[src/rtl/icap_ctrl_if.sv]
// Handshake bundle between the ICAP controller and its surroundings.
//   host_valid/host_data/host_ready : host word stream (valid/ready)
//   reboot/boot_addr                : single-cycle multiboot request plus address
//   busy                            : controller occupied
//   icap_w/icap_i                   : write strobe and word to the ICAP port
// master drives host words and reboot requests; slave is the controller.
interface icap_ctrl_if;
  logic        host_valid;
  logic [15:0] host_data;
  logic        host_ready;
  logic        reboot;
  logic [23:0] boot_addr;
  logic        busy;
  logic        icap_w;
  logic [15:0] icap_i;

  modport master (
    output host_valid, host_data, reboot, boot_addr,
    input  host_ready, busy, icap_w, icap_i
  );

  modport slave (
    input  host_valid, host_data, reboot, boot_addr,
    output host_ready, busy, icap_w, icap_i
  );
endinterface

[src/rtl/icap_ctrl.sv]
// ICAP write-port sequencer/arbiter. Shares the 16-bit ICAP write port between a host
// word stream and a multiboot reboot engine that emits the IPROG sequence, keeping at
// least GAP cycles between consecutive write strobes.
// Ports:
//   c     : clock
//   rst_n : asynchronous active-low reset
//   bus   : icap_ctrl_if.slave (host stream, reboot request, busy, ICAP strobe/word)
module icap_ctrl #(
  parameter int unsigned GAP         = 16,
  parameter logic [23:0] GOLDEN_ADDR = 24'h000000
) (
  input logic        c,
  input logic        rst_n,
  icap_ctrl_if.slave bus
);

  if (GAP < 16) begin : g_gap_chk
    $error("icap_ctrl: GAP must be >= 16");
  end

  localparam int unsigned CW       = $clog2(GAP);
  localparam logic [CW-1:0] CntHost = CW'(GAP - 1);
  localparam logic [CW-1:0] CntSeq  = CW'(GAP - 2);
  localparam logic [3:0]    LastIdx = 4'd13;

  typedef enum logic [2:0] {StIdle, StWait, StSeq, StSeqWait, StHalt} state_e;

  state_e        state_q, state_d;
  logic [CW-1:0] cnt_q, cnt_d;
  logic [3:0]    idx_q, idx_d;
  logic          pend_q, pend_d;
  logic [23:0]   addr_q, addr_d;
  logic          w_q, w_d;
  logic [15:0]   i_q, i_d;
  logic          ready_q, ready_d;
  logic          busy_q, busy_d;

  logic          acc_host, acc_reboot, pend_eff;
  logic [15:0]   seq_word;

  // Reboot gates ready combinationally so it wins a same-cycle tie with the host.
  assign bus.host_ready = ready_q & ~bus.reboot;
  assign bus.busy       = busy_q;
  assign bus.icap_w     = w_q;
  assign bus.icap_i     = i_q;

  assign acc_host   = bus.host_valid & bus.host_ready;
  // Once a sequence is pending or running, further requests are ignored.
  assign acc_reboot = bus.reboot & ~pend_q & ((state_q == StIdle) | (state_q == StWait));
  assign pend_eff   = pend_q | acc_reboot;

  always_comb begin
    case (idx_q)
      4'd0:    seq_word = 16'hFFFF;
      4'd1:    seq_word = 16'hAA99;
      4'd2:    seq_word = 16'h5566;
      4'd3:    seq_word = 16'h3261;
      4'd4:    seq_word = addr_q[15:0];
      4'd5:    seq_word = 16'h3281;
      4'd6:    seq_word = {8'h03, addr_q[23:16]};
      4'd7:    seq_word = 16'h32A1;
      4'd8:    seq_word = GOLDEN_ADDR[15:0];
      4'd9:    seq_word = 16'h32C1;
      4'd10:   seq_word = {8'h03, GOLDEN_ADDR[23:16]};
      4'd11:   seq_word = 16'h30A1;
      4'd12:   seq_word = 16'h000E;
      default: seq_word = 16'h2000;
    endcase
  end

  always_comb begin
    state_d = state_q;
    cnt_d   = cnt_q;
    idx_d   = idx_q;
    pend_d  = pend_eff;
    addr_d  = acc_reboot ? bus.boot_addr : addr_q;
    w_d     = 1'b0;
    i_d     = i_q;

    case (state_q)
      StIdle: begin
        if (pend_eff) begin
          state_d = StSeq;
          idx_d   = '0;
          pend_d  = 1'b0;
        end else if (acc_host) begin
          state_d = StWait;
          cnt_d   = CntHost;
          w_d     = 1'b1;
          i_d     = bus.host_data;
        end
      end
      StWait: begin
        cnt_d = cnt_q - 1'b1;
        // Enter SEQ one cycle early so the first sequence strobe lands exactly GAP
        // cycles after the host strobe, matching the in-sequence spacing.
        if (pend_eff && (cnt_q <= CW'(1))) begin
          state_d = StSeq;
          idx_d   = '0;
          pend_d  = 1'b0;
        end else if (cnt_q == '0) begin
          state_d = StIdle;
        end
      end
      StSeq: begin
        w_d = 1'b1;
        i_d = seq_word;
        if (idx_q == LastIdx) begin
          state_d = StHalt;
        end else begin
          state_d = StSeqWait;
          cnt_d   = CntSeq;
          idx_d   = idx_q + 4'd1;
        end
      end
      StSeqWait: begin
        cnt_d = cnt_q - 1'b1;
        if (cnt_q == '0) state_d = StSeq;
      end
      default: state_d = StHalt;
    endcase

    ready_d = (state_d == StIdle) & ~pend_d;
    busy_d  = (state_d != StIdle) | pend_d;
  end

  always_ff @(posedge c or negedge rst_n) begin
    if (!rst_n) begin
      state_q <= StIdle;
      cnt_q   <= '0;
      idx_q   <= '0;
      pend_q  <= 1'b0;
      addr_q  <= '0;
      w_q     <= 1'b0;
      i_q     <= '0;
      ready_q <= 1'b0;
      busy_q  <= 1'b0;
    end else begin
      state_q <= state_d;
      cnt_q   <= cnt_d;
      idx_q   <= idx_d;
      pend_q  <= pend_d;
      addr_q  <= addr_d;
      w_q     <= w_d;
      i_q     <= i_d;
      ready_q <= ready_d;
      busy_q  <= busy_d;
    end
  end

endmodule

[src/flat_wrapper.sv]
// flat-port wrapper written by rule: the top's interface ports become plain ports
module icap_ctrl_flat 
#(
  parameter int unsigned GAP         = 16,
  parameter logic [23:0] GOLDEN_ADDR = 24'h000000
)
  (c, rst_n, bus_host_valid, bus_host_data, bus_reboot, bus_boot_addr, bus_host_ready, bus_busy, bus_icap_w, bus_icap_i);
  icap_ctrl_if bus_i ();
  input logic c;
  input logic rst_n;
  input wire logic [$bits(bus_i.host_valid)-1:0] bus_host_valid;
  input wire logic [$bits(bus_i.host_data)-1:0] bus_host_data;
  input wire logic [$bits(bus_i.reboot)-1:0] bus_reboot;
  input wire logic [$bits(bus_i.boot_addr)-1:0] bus_boot_addr;
  output wire logic [$bits(bus_i.host_ready)-1:0] bus_host_ready;
  output wire logic [$bits(bus_i.busy)-1:0] bus_busy;
  output wire logic [$bits(bus_i.icap_w)-1:0] bus_icap_w;
  output wire logic [$bits(bus_i.icap_i)-1:0] bus_icap_i;
  assign bus_i.host_valid = bus_host_valid;
  assign bus_i.host_data = bus_host_data;
  assign bus_i.reboot = bus_reboot;
  assign bus_i.boot_addr = bus_boot_addr;
  assign bus_host_ready = bus_i.host_ready;
  assign bus_busy = bus_i.busy;
  assign bus_icap_w = bus_i.icap_w;
  assign bus_icap_i = bus_i.icap_i;
  icap_ctrl #(.GAP(GAP), .GOLDEN_ADDR(GOLDEN_ADDR)) u_core (.c(c), .rst_n(rst_n), .bus(bus_i));
endmodule
[config.mk]
export PLATFORM = sky130hd
export DESIGN_NAME = icap_ctrl_flat
export DESIGN_NICKNAME = d
export VERILOG_FILES = /design/src/rtl/icap_ctrl_if.sv /design/src/rtl/icap_ctrl.sv /design/src/flat_wrapper.sv
export SDC_FILE = /design/constraint.sdc
export NUM_CORES = 1
export LEC_CHECK = 0
export BUFFER_PORTS_ARGS = -buffer_cell sky130_fd_sc_hd__buf_2
export CORE_MARGIN = 4
export CORE_UTILIZATION = 58
export CTS_CLUSTER_DIAMETER = 100
export DETAILED_ROUTE_END_ITERATION = 8
export PLACE_DENSITY = 0.85
export SETUP_SLACK_MARGIN = 0.02
export SLEW_MARGIN = 20
export SYNTH_ARGS = -nofsm -noshare
export SYNTH_HDL_FRONTEND = slang
export SYNTH_SLANG_ARGS = --single-unit
[constraint.sdc]
create_clock -name c -period 5.4 [get_ports c]
set_input_delay 0.54 -clock c [delete_from_list [all_inputs] [get_ports c]]
set_output_delay 0.54 -clock c [all_outputs]
set_load 0.1 [all_outputs]
---- Yosys cells after proc, flatten, opt, wreduce, memory -nomap -nowiden ----
Index checks and enable logic that the tools add are counted.
storage, ports and cells
  output and inout port bits .............. 19
  bits in registers ....................... 55
  word-level logic and storage cells ...... 81
operators by class
  $lt $le $gt $ge ......................... 1
  add/subtract/negate cells ............... 2
  reductions and logical operators ........ 13
  mux-type cells .......................... 24
  bitwise logic cells ..................... 11
  eq/ne operators ......................... 21
operators by type and width
  operator                                                                  count
  16-bit one-hot mux with 13 select lines                                   1
  16-bit 2-to-1 mux                                                         2
  16-bit one-hot mux with 2 select lines                                    1
  4-bit == test (second input constant)                                     6
  4-bit 2-to-1 mux                                                          6
  4-bit one-hot mux with 3 select lines                                     2
  3-bit 2-to-1 mux                                                          6
  4-bit by 3-bit == test with 1-bit output (second input constant)          4
  3-bit one-hot mux with 4 select lines                                     1
  3-bit nonzero test                                                        3
  4-bit by 2-bit == test with 1-bit output (second input constant)          2
  4-bit zero test                                                           2
  4-bit AND reduction                                                       2
  3-bit by 2-bit == test with 1-bit output (second input constant)          2
  3-bit zero test                                                           2
  2-bit inequality test (second input constant)                             3
  1-bit AND                                                                 5
  4-bit by 1-bit adder with 4-bit output (second input constant)            1
  4-bit by 1-bit == test with 1-bit output (second input constant)          1
  4-bit by 1-bit <= comparator with 1-bit output (second input constant)    1
  2-bit by 1-bit inequality test with 1-bit output (second input constant)  2
  1-bit one-hot mux with 2 select lines                                     2
  4-bit by 1-bit subtractor with 4-bit output (second input constant)       1
  3-bit by 1-bit == test with 1-bit output (second input constant)          1
  7 further kinds                                                           13

---- Longest topological paths before layout ----
Gate-level depths: netlist (run 1).
  depth after elaboration ................. 9
  mapped depth ............................ 8

---- Worst setup path before layout (run 1) ----
Ideal clock, no wire load.
  path kind ............................... input-to-output
  from .................................... input bus_reboot
  to ...................................... output bus_host_ready
  path buffers ............................ 0
  required time ........................... 4860 ps
  arrival ................................. 1875 ps
  path slack .............................. 2985 ps
  stages .................................. 1
  path through ............................ nor2b_1
between the ends
  word-level cells in the longest chain between the ends .. 2
ends and longest elaborated chain
  item                RTL line            RTL
  start: declaration  flat_wrapper.sv:13  input wire logic [$bits(bus_i.reboot)-1:0] bus_reboot;
  1-bit NOT           icap_ctrl.sv:42     assign bus.host_ready = ready_q & ~bus.reboot;
  1-bit AND           icap_ctrl.sv:42
  end: declaration    flat_wrapper.sv:15  output wire logic [$bits(bus_i.host_ready)-1:0] bus_host_ready;
No other way between the ends.

---- Worst setup path in the final report (run 1) ----
  from .................................... register u_core.idx_q[1]
  to ...................................... register u_core.i_q[10], in the netlist u_core.bus.icap_i[10]
between the ends
  word-level cells in the longest chain between the ends .. 3
  elaborated cells on any way between the ends .. 15
ends and longest elaborated chain
  item                                         RTL line          RTL
  start: declaration                           icap_ctrl.sv:30   logic [3:0] idx_q, idx_d;
  start signal: assignment                     icap_ctrl.sv:141  idx_q <= idx_d;
  4-bit == test, or another cell as far along  icap_ctrl.sv:53   case (idx_q)
  16-bit one-hot mux with 13 select lines *    icap_ctrl.sv:53
  16-bit one-hot mux with 2 select lines *     icap_ctrl.sv:80   case (state_q)
  end signal: assignment                       icap_ctrl.sv:145  i_q <= i_d;
  end: declaration                             icap_ctrl.sv:34   logic [15:0] i_q, i_d;
Mark *: on every way between the ends. The rest lies on a longest branch, timed or not.
A chain may end at the register's enable or synchronous reset.

==> results of run 1 <==
==> cell usage in the layout, fill, tap and decap left out, types with 2 or more instances in the layout <==
| cell | synthesis | routed |
|---|---|---|
| nor3_1 | 5 | 5 |
| a31oi_1 | 7 | 7 |
| o211ai_1 | 3 | 3 |
| a2111oi_0 | 2 | 2 |
| nor4_1 | 2 | 2 |
| clkbuf_1 | 13 | 2 |
| nor3_2 | 2 | 2 |
| ha_1 | 6 | 6 |
| clkbuf_8 | 0 | 5 |
| o21ai_0 | 25 | 25 |
| o21ai_1 | 2 | 2 |
| o21bai_1 | 3 | 3 |
| nand2b_1 | 3 | 3 |
| a211oi_1 | 3 | 3 |
| dfrtp_1 | 55 | 55 |
| xnor2_1 | 2 | 2 |
| mux2_2 | 24 | 24 |
| a32oi_1 | 3 | 3 |
| nor2_1 | 36 | 35 |
| a22oi_1 | 3 | 3 |
| nand2_1 | 24 | 24 |
| a2bb2oi_1 | 2 | 2 |
| nand3_1 | 11 | 11 |
| a21oi_1 | 20 | 20 |
| o31ai_1 | 2 | 2 |
| inv_1 | 11 | 11 |
| a21boi_0 | 5 | 5 |
| a221oi_1 | 3 | 3 |
| buf_2 | 5 | 62 |
==> report_power, final <==
group          switching [W]  total [W]  internal, W
combinational       0.000358   0.000497     0.000139
sequential         0.0000589   0.000523     0.000464
clock               0.000125   0.000216    0.0000913
==> state kept, by name, indices dropped and copies added (netlist names) <==
register,cells
u_core.addr_q,24
u_core.bus.busy,1
u_core.bus.icap_i,16
u_core.bus.icap_w,1
u_core.cnt_q,4
u_core.idx_q,4
u_core.pend_q,1
u_core.ready_q,1
u_core.state_q,3
==> per-layer routing <==
layer | share of wire | vias up | GRT usage
li1 | - | 1194 | -
met1 | 0.47 | 1170 | 0.332
met2 | 0.44 | 99 | 0.319
met3 | 0.078 | 9 | 0.0578
met4 | 0.014 | 0 | 0.0601
met5 | 0 | - | 0
==> kinds of logic (layout without fill, tap and decap cells) <==
| group | count (synthesis) | count (layout) | share of synthesized area |
|---|---|---|---|
| multiplexers | 24 | 24 | 0.0929 |
| AO/OA/AOI/OAI | 88 | 88 | 0.193 |
| XOR/XNOR | 2 | 2 | 0.00602 |
| buffers and inverters | 33 | 83 | 0.0499 |
| flip-flops | 55 | 55 | 0.473 |
| adder cells (fa/ha/maj) | 6 | 6 | 0.0258 |
| AND/OR/NAND/NOR | 96 | 96 | 0.159 |
==> final cells by class <==
type | instances | area (sq um) | share of cell area
inverters | 12 | 45.0 | 0.0136
flip-flops and latches | 55 | 1380 | 0.417
repair buffers | 63 | 318 | 0.0963
clock buffers | 7 | 76.3 | 0.0231
clock inverters | 1 | 5.00 | 0.00152
well taps | 67 | 83.8 | 0.0254
multi-input cells | 216 | 1400 | 0.423
==> worst max path at each step <==
stage / startpoint / to / slack [ps] / cells after the start
3_3_place_gp: bus_reboot / u_core.bus.icap_i[0]$_DFFE_PN0P_ / 3060 / 6
3_5_place_dp: bus_reboot / u_core.bus.icap_i[1]$_DFFE_PN0P_ / 2990 / 6
2_1_floorplan: bus_reboot / bus_host_ready / 2980 / 1
4_1_cts: u_core.idx_q[1]$_DFFE_PN0P_ / u_core.bus.icap_i[1]$_DFFE_PN0P_ / 3020 / 6
6_report: u_core.idx_q[1]$_DFFE_PN0P_ / u_core.bus.icap_i[10]$_DFFE_PN0P_ / 2970 / 6
5_1_grt: u_core.idx_q[1]$_DFFE_PN0P_ / u_core.bus.icap_i[1]$_DFFE_PN0P_ / 2800 / 6
==> critical path, stage by stage, from the launching register on <==
cell and delay [ps]:
dfrtp_1 430, inv_1 120, ha_1 590, nor2_1 300, a2111oi_0 690, a21oi_1 90
o21ai_1 150
==> per-stage QoR <==
| stage | setup slack (ps) | power [W] |
|---|---|---|
| 2_1_floorplan | 2980 | 0.000922 |
| 3_3_place_gp | 3060 | 0.00101 |
| 3_5_place_dp | 2990 | 0.00102 |
| 4_1_cts | 3020 | 0.00124 |
| 5_1_grt | 2800 | 0.00131 |
| 6_report | 2970 | 0.00124 |
==> results.cfg, run 1 <==
[run_status]
status = completed

[grt]
track_usage = 0.222
grt-ovfl-total = 0
grt_pass1_vias = 2273
grt_pass1_wl_mm = 10.8
antenna_found_initial = 0
grt_max_degree = 56

[setup_path]
r2r_cells = 6
regToRegStartpoint = u_core.idx_q[1]$_DFFE_PN0P_
crit_path_start_kind = flip-flop
crit_type = flip-flop to flip-flop
reg2reg_to = u_core.bus.icap_i[10]$_DFFE_PN0P_
required_ps = 5630
end_kind = flip-flop
cp_max_fo = 21
rrSetupSlack_ps = 2970
arrival_ps = 2660

[layout]
syn2layout_area_growth_pct = 13.4
finish.utilization = 0.690
stdcell_area_sq_um = 3300
final_cells = 421
n_antenna_cell = 0
n_fill_cell = 390
final_nets = 403
layout-drive-gt1-share = 0.282

[yosys]
synth_cell_types = 49
yosys_warnings = 0
synth_top_area_share = 0.473
synth_edf_count = 0
synthFlopType = dfrtp_1
syn-instance-count = 304
yosysMostFrequentCell = dfrtp_1
syn-num-nets = 354
synth_area_leaders = dfrtp_1, mux2_2, nor2_1, o21ai_0, a21oi_1
synthTopCellsByCount = dfrtp_1, nor2_1, o21ai_0
synth-seq-cells = 55
async_flop_share = 1.00
synth_sequential_area_ratio = 0.473
syn_area_sq_um = 2910
avgSynthCellArea_sq_um = 9.57
synth_largest_area_cell = dfrtp_1

[floorplanning]
die_w_um = 78.8
io_pins = 63
design.core.area_sq_um = 4790
initial_core_util = 0.608
die_h_um = 78.8
fp-row-count = 25
die_area_sq_um = 6210

[sta]
holdWs_ps = 338
drv_slew = 0
fin_skew_ps = 8.61
timing.fmax_mhz = 412
setup-violations-final = 0
worst_slew_pin_slew_ps = 875
rsz0062_at_grt = false
finalCriticalPeriod_ps = 2430
slew_headroom = 0.417
fin_tns_setup_ps = 0
hold_violations = 0
min_period_over_period = 0.450

[detailed_routing]
vias_per_cell = 5.87
dr_total_vias = 2472
drc = 0
wl_mm = 6.55
wl_per_cell_um = 15.6
drt_iter0_markers = 250
ant_nets = 0
first_pass_iters = 5

[clock_network]
cts_buffers = 5
cts_root_buf = clkbuf_8
cts_buffer_depth = 2
cts_setup_buffers = 0
worst_skew_pair.late_latency_ps = 310
path_clk_slew_ps = 90
clock_sinks = 55
ctsResizeCount = 0
ctsHoldBuffers = 0
cts_tree = done
htreeDepth = 2

[pwr]
p_per_area_nw_per_um2 = 375
irDropWorstVdd_uv = 189
leakagePower_nw = 1.52

[placement]
dp_cells = 413
portBuffers = 62
place_area_sq_um = 3210
gp_congestion = 0.817
hpwl_mm = 4.75

[hold_path]
hold_path.class = primary input to asynchronous set/reset pin

[job]
maxCapViolCount = 0
No activity file was read; power rests on OpenSTA's default activity.
==> inputs of run 2 (changes only) <==
--- a/config.mk
+++ b/config.mk
@@ -5,12 +5,13 @@
 export SDC_FILE = /design/constraint.sdc
 export NUM_CORES = 1
 export LEC_CHECK = 0
+export ABC_AREA = 1
 export BUFFER_PORTS_ARGS = -buffer_cell sky130_fd_sc_hd__buf_2
 export CORE_MARGIN = 4
-export CORE_UTILIZATION = 58
+export CORE_UTILIZATION = 49
 export CTS_CLUSTER_DIAMETER = 100
 export DETAILED_ROUTE_END_ITERATION = 8
-export PLACE_DENSITY = 0.85
+export PLACE_DENSITY = 0.77
 export SETUP_SLACK_MARGIN = 0.02
 export SLEW_MARGIN = 20
 export SYNTH_ARGS = -nofsm -noshare
==> constraint.sdc (replaced) <==
create_clock -name c -period 2.07 [get_ports c]
set_input_delay 0.207 -clock c [delete_from_list [all_inputs] [get_ports c]]
set_output_delay 0.207 -clock c [all_outputs]
set_load 0.1 [all_outputs]
==> results.cfg, run 2 <==
[run_status]
status = completed

[yosys]
syn-instance-count = 361
synth_top_family_by_area = simple AND/OR/NAND/NOR gates
synth_area_leaders = dfrtp_1, nand2_1, mux2_2, nor2_1, nand3_1
yosys_warnings = 0
synth_cell_types = 25
synthTopCellsByCount = nand2_1, dfrtp_1, nor2_1
async_flop_share = 1.00
yosysMostFrequentCell = nand2_1
synth.area.mux_share = 0.0780
synthXorXnorAreaFrac = 0.00607
synthFlopType = dfrtp_1
synth_top_area_share = 0.477
avgSynthCellArea_sq_um = 8.00
synth_largest_area_cell = dfrtp_1
yosys.area_share.simple = 0.289
synth-seq-cells = 55
synth_edf_count = 0
syn-num-nets = 411
synth-compound-area-share = 0.0529
synthAdderAreaFrac = 0.0260
synth_sequential_area_ratio = 0.477
syn_area_sq_um = 2890

[detailed_routing]
dr_total_vias = 2515
drc = 0
drt_iter0_markers = 128
wl_mm = 6.71
vias_per_cell = 5.03
wl_per_cell_um = 13.4
first_pass_iters = 4
ant_nets = 0

[sta]
rsz0062_at_grt = false
min_period_over_period = 0.858
fin_tns_setup_ps = 0
drv_slew = 0
fin_skew_ps = 11.2
finalCriticalPeriod_ps = 1780
holdWs_ps = 121
timing.fmax_mhz = 563
setup-violations-final = 0
worst_slew_pin_slew_ps = 616
slew_headroom = 0.590
hold_violations = 0

[floorplanning]
initial_core_util = 0.515
die_h_um = 84.8
die_area_sq_um = 7190
die_w_um = 84.8
io_pins = 63
fp-row-count = 27
design.core.area_sq_um = 5610

[grt]
grt_pass1_vias = 2441
use_met3 = 0.0363
antenna_found_initial = 0
grt-ovfl-total = 0
track_usage = 0.195
met2_usage = 0.298
use_met1 = 0.283
top_usage_layer = met2
grt_pass1_wl_mm = 11.4
grt_max_degree = 30

[layout]
n_antenna_cell = 0
finish.utilization = 0.605
final_common_cell = nand2_1
largest_register_ffs = 24
final_cell_mix = nand2_1, buf_2, dfrtp_1
final_cells = 500
layout-drive-gt1-share = 0.248
syn2layout_area_growth_pct = 17.5
largest_register = u_core.addr_q
n_fill_cell = 534
final_nets = 477

[setup_path]
end_kind = flip-flop
cp_cell_sequence = inv_1, ha_1, inv_1, nor2_1, buf_4, nand2_1, nand4_1, nand2_1, nand2_1, nand2_1, nand2_1
critPathLaunch = u_core.idx_q[0]$_DFFE_PN0P_
cp_max_fo = 12
slowest_delay_ps = 450
critPathBufInv = 3
slowest_stage = dfrtp_1
cpLargestDelayFamily = simple AND/OR/NAND/NOR gates
cp_common_cell = nand2_1
required_ps = 2330
regToRegStartpoint = u_core.idx_q[0]$_DFFE_PN0P_
crit_type = flip-flop to flip-flop
crit_path_start_kind = flip-flop
arrival_ps = 2040

[clock_network]
cts_setup_buffers = 0
ctsHoldBuffers = 1
cts_tree = done
cts_buffer_depth = 2
cts_buffers = 5
path_clk_slew_ps = 100
ctsResizeCount = 0
worst_skew_pair.late_latency_ps = 310
htreeDepth = 2
cts_root_buf = clkbuf_8
clock_sinks = 55

[pwr]
finalPower_w = 0.00179
p_per_area_nw_per_um2 = 526
leakagePower_nw = 1.91
irDropWorstVdd_uv = 287

[placement]
hpwl_mm = 5.09
dp_cells = 491
gp_congestion = 0.932
portBuffers = 62

[job]
maxCapViolCount = 0

[hold_path]
worstHoldStart = bus_boot_addr[8]
hold_path.class = primary input to flip-flop
==> run 2: cells by family after synthesis <==
logic type | after synthesis
xor gates and xnor gates | 2
DFF | 55
muxes | 20
buffers and inverters | 47
AOI/OAI and AO/OA | 28
and+or+nand+nor | 203
adders and majority gates | 6
==> run 2: final timing paths <==
check	to	slack, ps	cells after the start
worst max-delay path	u_core.bus.icap_i[5]$_DFFE_PN0P_	290	11
worst min-delay path	u_core.addr_q[8]$_DFFE_PN0P_	120	2
worst max register to register	u_core.bus.icap_i[5]$_DFFE_PN0P_	290	11
worst min register to register	u_core.bus.icap_i[3]$_DFFE_PN0P_	480	2
max in group asynchronous	u_core.addr_q[20]$_DFFE_PN0P_	1070	3
min in group asynchronous	u_core.cnt_q[1]$_DFFE_PN0P_	440	2
==> run 2: per-stage QoR <==
stage,area (sq um),setup slack [ps]
6_report,3390,294
5_1_grt,3390,36.1
4_1_cts,3390,307
3_5_place_dp,3280,329
3_3_place_gp,3280,324
2_1_floorplan,2890,247
==> run 2: metal layers <==
metal | vias to the layer above | share of wire
li1 | 1278 | -
met1 | 1161 | 0.50
met2 | 70 | 0.43
met3 | 6 | 0.064
met4 | 0 | 0.0088
met5 | - | 0
==> run 2: worst reg2reg max path, cell delays in order (launching register included) <==
cell     delay [ps]
dfrtp_1         450
inv_1           110
ha_1            320
inv_1            90
nor2_1          110
buf_4           190
nand2_1          80
nand4_1         130
nand2_1          80
nand2_1          60
nand2_1          50
nand2_1          60
==> run 2: power breakdown <==
part           switching, W  leakage, nW  internal [W]
clock              0.000358       0.0474      0.000274
combinational     0.0000404         1.18     0.0000400
sequential                0        0.676       0.00107
==> run 2: area by class of cell <==
type | count | area, sq um | share of cell area
sequential | 55 | 1380 | 0.406
multi-input combinational | 259 | 1300 | 0.384
clock inverter | 2 | 16.3 | 0.00479
tap | 72 | 90.1 | 0.0265
timing repair buffer | 71 | 393 | 0.116
clock buffer | 6 | 82.6 | 0.0243
inverter | 35 | 131 | 0.0387
==> inputs of run 3 (changes only) <==
--- a/config.mk
+++ b/config.mk
@@ -11,7 +11,7 @@
 export CORE_UTILIZATION = 49
 export CTS_CLUSTER_DIAMETER = 100
 export DETAILED_ROUTE_END_ITERATION = 8
-export PLACE_DENSITY = 0.77
+export PLACE_DENSITY_LB_ADDON = 0.12
 export SETUP_SLACK_MARGIN = 0.02
 export SLEW_MARGIN = 20
 export SYNTH_ARGS = -nofsm -noshare
==> results.cfg, run 3 (synthesis gave the netlist of run 2 again) <==
[run_status]
status = completed

[floorplanning]
die_w_um = 84.8
die_h_um = 84.8
fp-row-count = 27
design.core.area_sq_um = 5610
initial_core_util = 0.515
io_pins = 63
die_area_sq_um = 7190

[sta]
worst_slew_pin_slew_ps = 588
slew_headroom = 0.608
finalCriticalPeriod_ps = 1820
hold_violations = 0
setup-violations-final = 0
holdWs_ps = 111
fin_tns_setup_ps = 0
drv_slew = 0
min_period_over_period = 0.877
fin_skew_ps = 11.6
timing.fmax_mhz = 551
rsz0062_at_grt = false

[detailed_routing]
routed-wl-met3_um = 366
ant_nets = 0
wl_per_cell_um = 13.2
wl_mm = 6.61
wl_met2_mm = 2.85
first_pass_iters = 4
vias_per_cell = 4.92
top_layer_used = met4
dr_total_vias = 2457
drt_iter0_markers = 139
wl_met1_mm = 3.33
drc = 0

[setup_path]
crit_path_start_kind = flip-flop
cp_cell_sequence = inv_1, ha_2, inv_1, nor2_1, buf_4, nand2_1, a21oi_1, a21oi_1, o21ai_0
cp_max_fo = 10
crit_type = flip-flop to flip-flop
required_ps = 2300
slowest_stage = dfrtp_1
rrSetupSlack_ps = 250
cpLargestDelayFamily = flip-flops
cp.depth = 9
r2r_cells = 9
critPathBufInv = 3
arrival_ps = 2050
slowest_delay_ps = 460
end_kind = flip-flop

[hold_path]
hold_path_depth = 2
hold_path.class = primary input to flip-flop

[layout]
largest_register_ffs = 24
final_cell_mix = nand2_1, buf_2, dfrtp_1
n_antenna_cell = 0
syn2layout_area_growth_pct = 17.3
stdcell_area_sq_um = 3390
finish.utilization = 0.604
layout-drive-gt1-share = 0.248
largest_register = u_core.addr_q
final_nets = 476
final_common_cell = nand2_1

[grt]
grt_pass1_wl_mm = 11.5
grt_pass1_vias = 2424
track_usage = 0.196
grt-ovfl-total = 0
grt_max_degree = 33
antenna_found_initial = 0

[clock_network]
htreeDepth = 2
cts_tree = done
clock_sinks = 55
worst_skew_pair.late_latency_ps = 320
path_clk_slew_ps = 110
cts_buffers = 5
cts_buffer_depth = 2
cts_root_buf = clkbuf_8

[placement]
gp_congestion = 0.896
portBuffers = 62
place_area_sq_um = 3280
hpwl_mm = 4.96

[pwr]
finalPower_w = 0.00178
p_per_area_nw_per_um2 = 526
leakagePower_nw = 1.90
irDropWorstVdd_uv = 305

[job]
maxCapViolCount = 0
-- run 3: cell types whose count changed in the layout (fill, tap and decap cells not counted) --
cell        delta
buf_4          -1
clkbuf_8       -1
clkinv_4       +1
clkinvlp_4     -1
ha_1           -1
ha_2           +1
inv_8          +1
-- run 3: timing repair --
action | CTS | global route
buffers inserted | 0 | 0
setup endpoints to repair | 0 | 1
endpoints found under the hold margin | 23 | 0
hold buffers | 1 | 0
gates resized for setup | 0 | 1
-- run 3: where the power goes --
group / internal, W / total (W) / leakage, nW / switching, W
registers: 0.00107 / 0.00107 / 0.676 / 0
logic: 0.0000399 / 0.0000804 / 1.18 / 0.0000404
clock network: 0.000251 / 0.000629 / 0.0502 / 0.000378
total: 0.00137 / 0.00178 / 1.90 / 0.000418
-- run 3: worst paths after layout --
| check | start | endpoint |
|---|---|---|
| min | bus_boot_addr[0] | u_core.addr_q[0]$_DFFE_PN0P_ |
| min reg2reg | u_core.bus.icap_i[2]$_DFFE_PN0P_ | u_core.bus.icap_i[2]$_DFFE_PN0P_ |
| max | u_core.idx_q[0]$_DFFE_PN0P_ | u_core.bus.icap_i[15]$_DFFE_PN0P_ |
| max reg2reg | u_core.idx_q[0]$_DFFE_PN0P_ | u_core.bus.icap_i[15]$_DFFE_PN0P_ |
| max in group asynchronous | rst_n | u_core.ready_q$_DFF_PN0_ |
| min in group asynchronous | rst_n | u_core.bus.icap_i[14]$_DFFE_PN0P_ |
-- run 3: stage by stage --
| step | worst slack, ps | instances |
|---|---|---|
| 6_report | 254 | 499 |
| 5_1_grt | 24.5 | 499 |
| 4_1_cts | 215 | 499 |
| 3_5_place_dp | 251 | 490 |
| 3_3_place_gp | 287 | 490 |
| 2_1_floorplan | 247 | 361 |
-- run 3: area by class of cell --
class	count	area [sq um]
clock buffer	5	68.8
inverter	35	131
multi-input combinational	259	1310
clock inverter	3	28.8
sequential	55	1380
timing repair buffer	70	385
fill	554	2220
tap	72	90.1
-- run 3: routing by layer --
layer  global-route usage  vias up
met5                    0        -
li1                     -     1276
met3               0.0442        6
met1                0.288     1118
met4               0.0489        0
met2                0.293       57
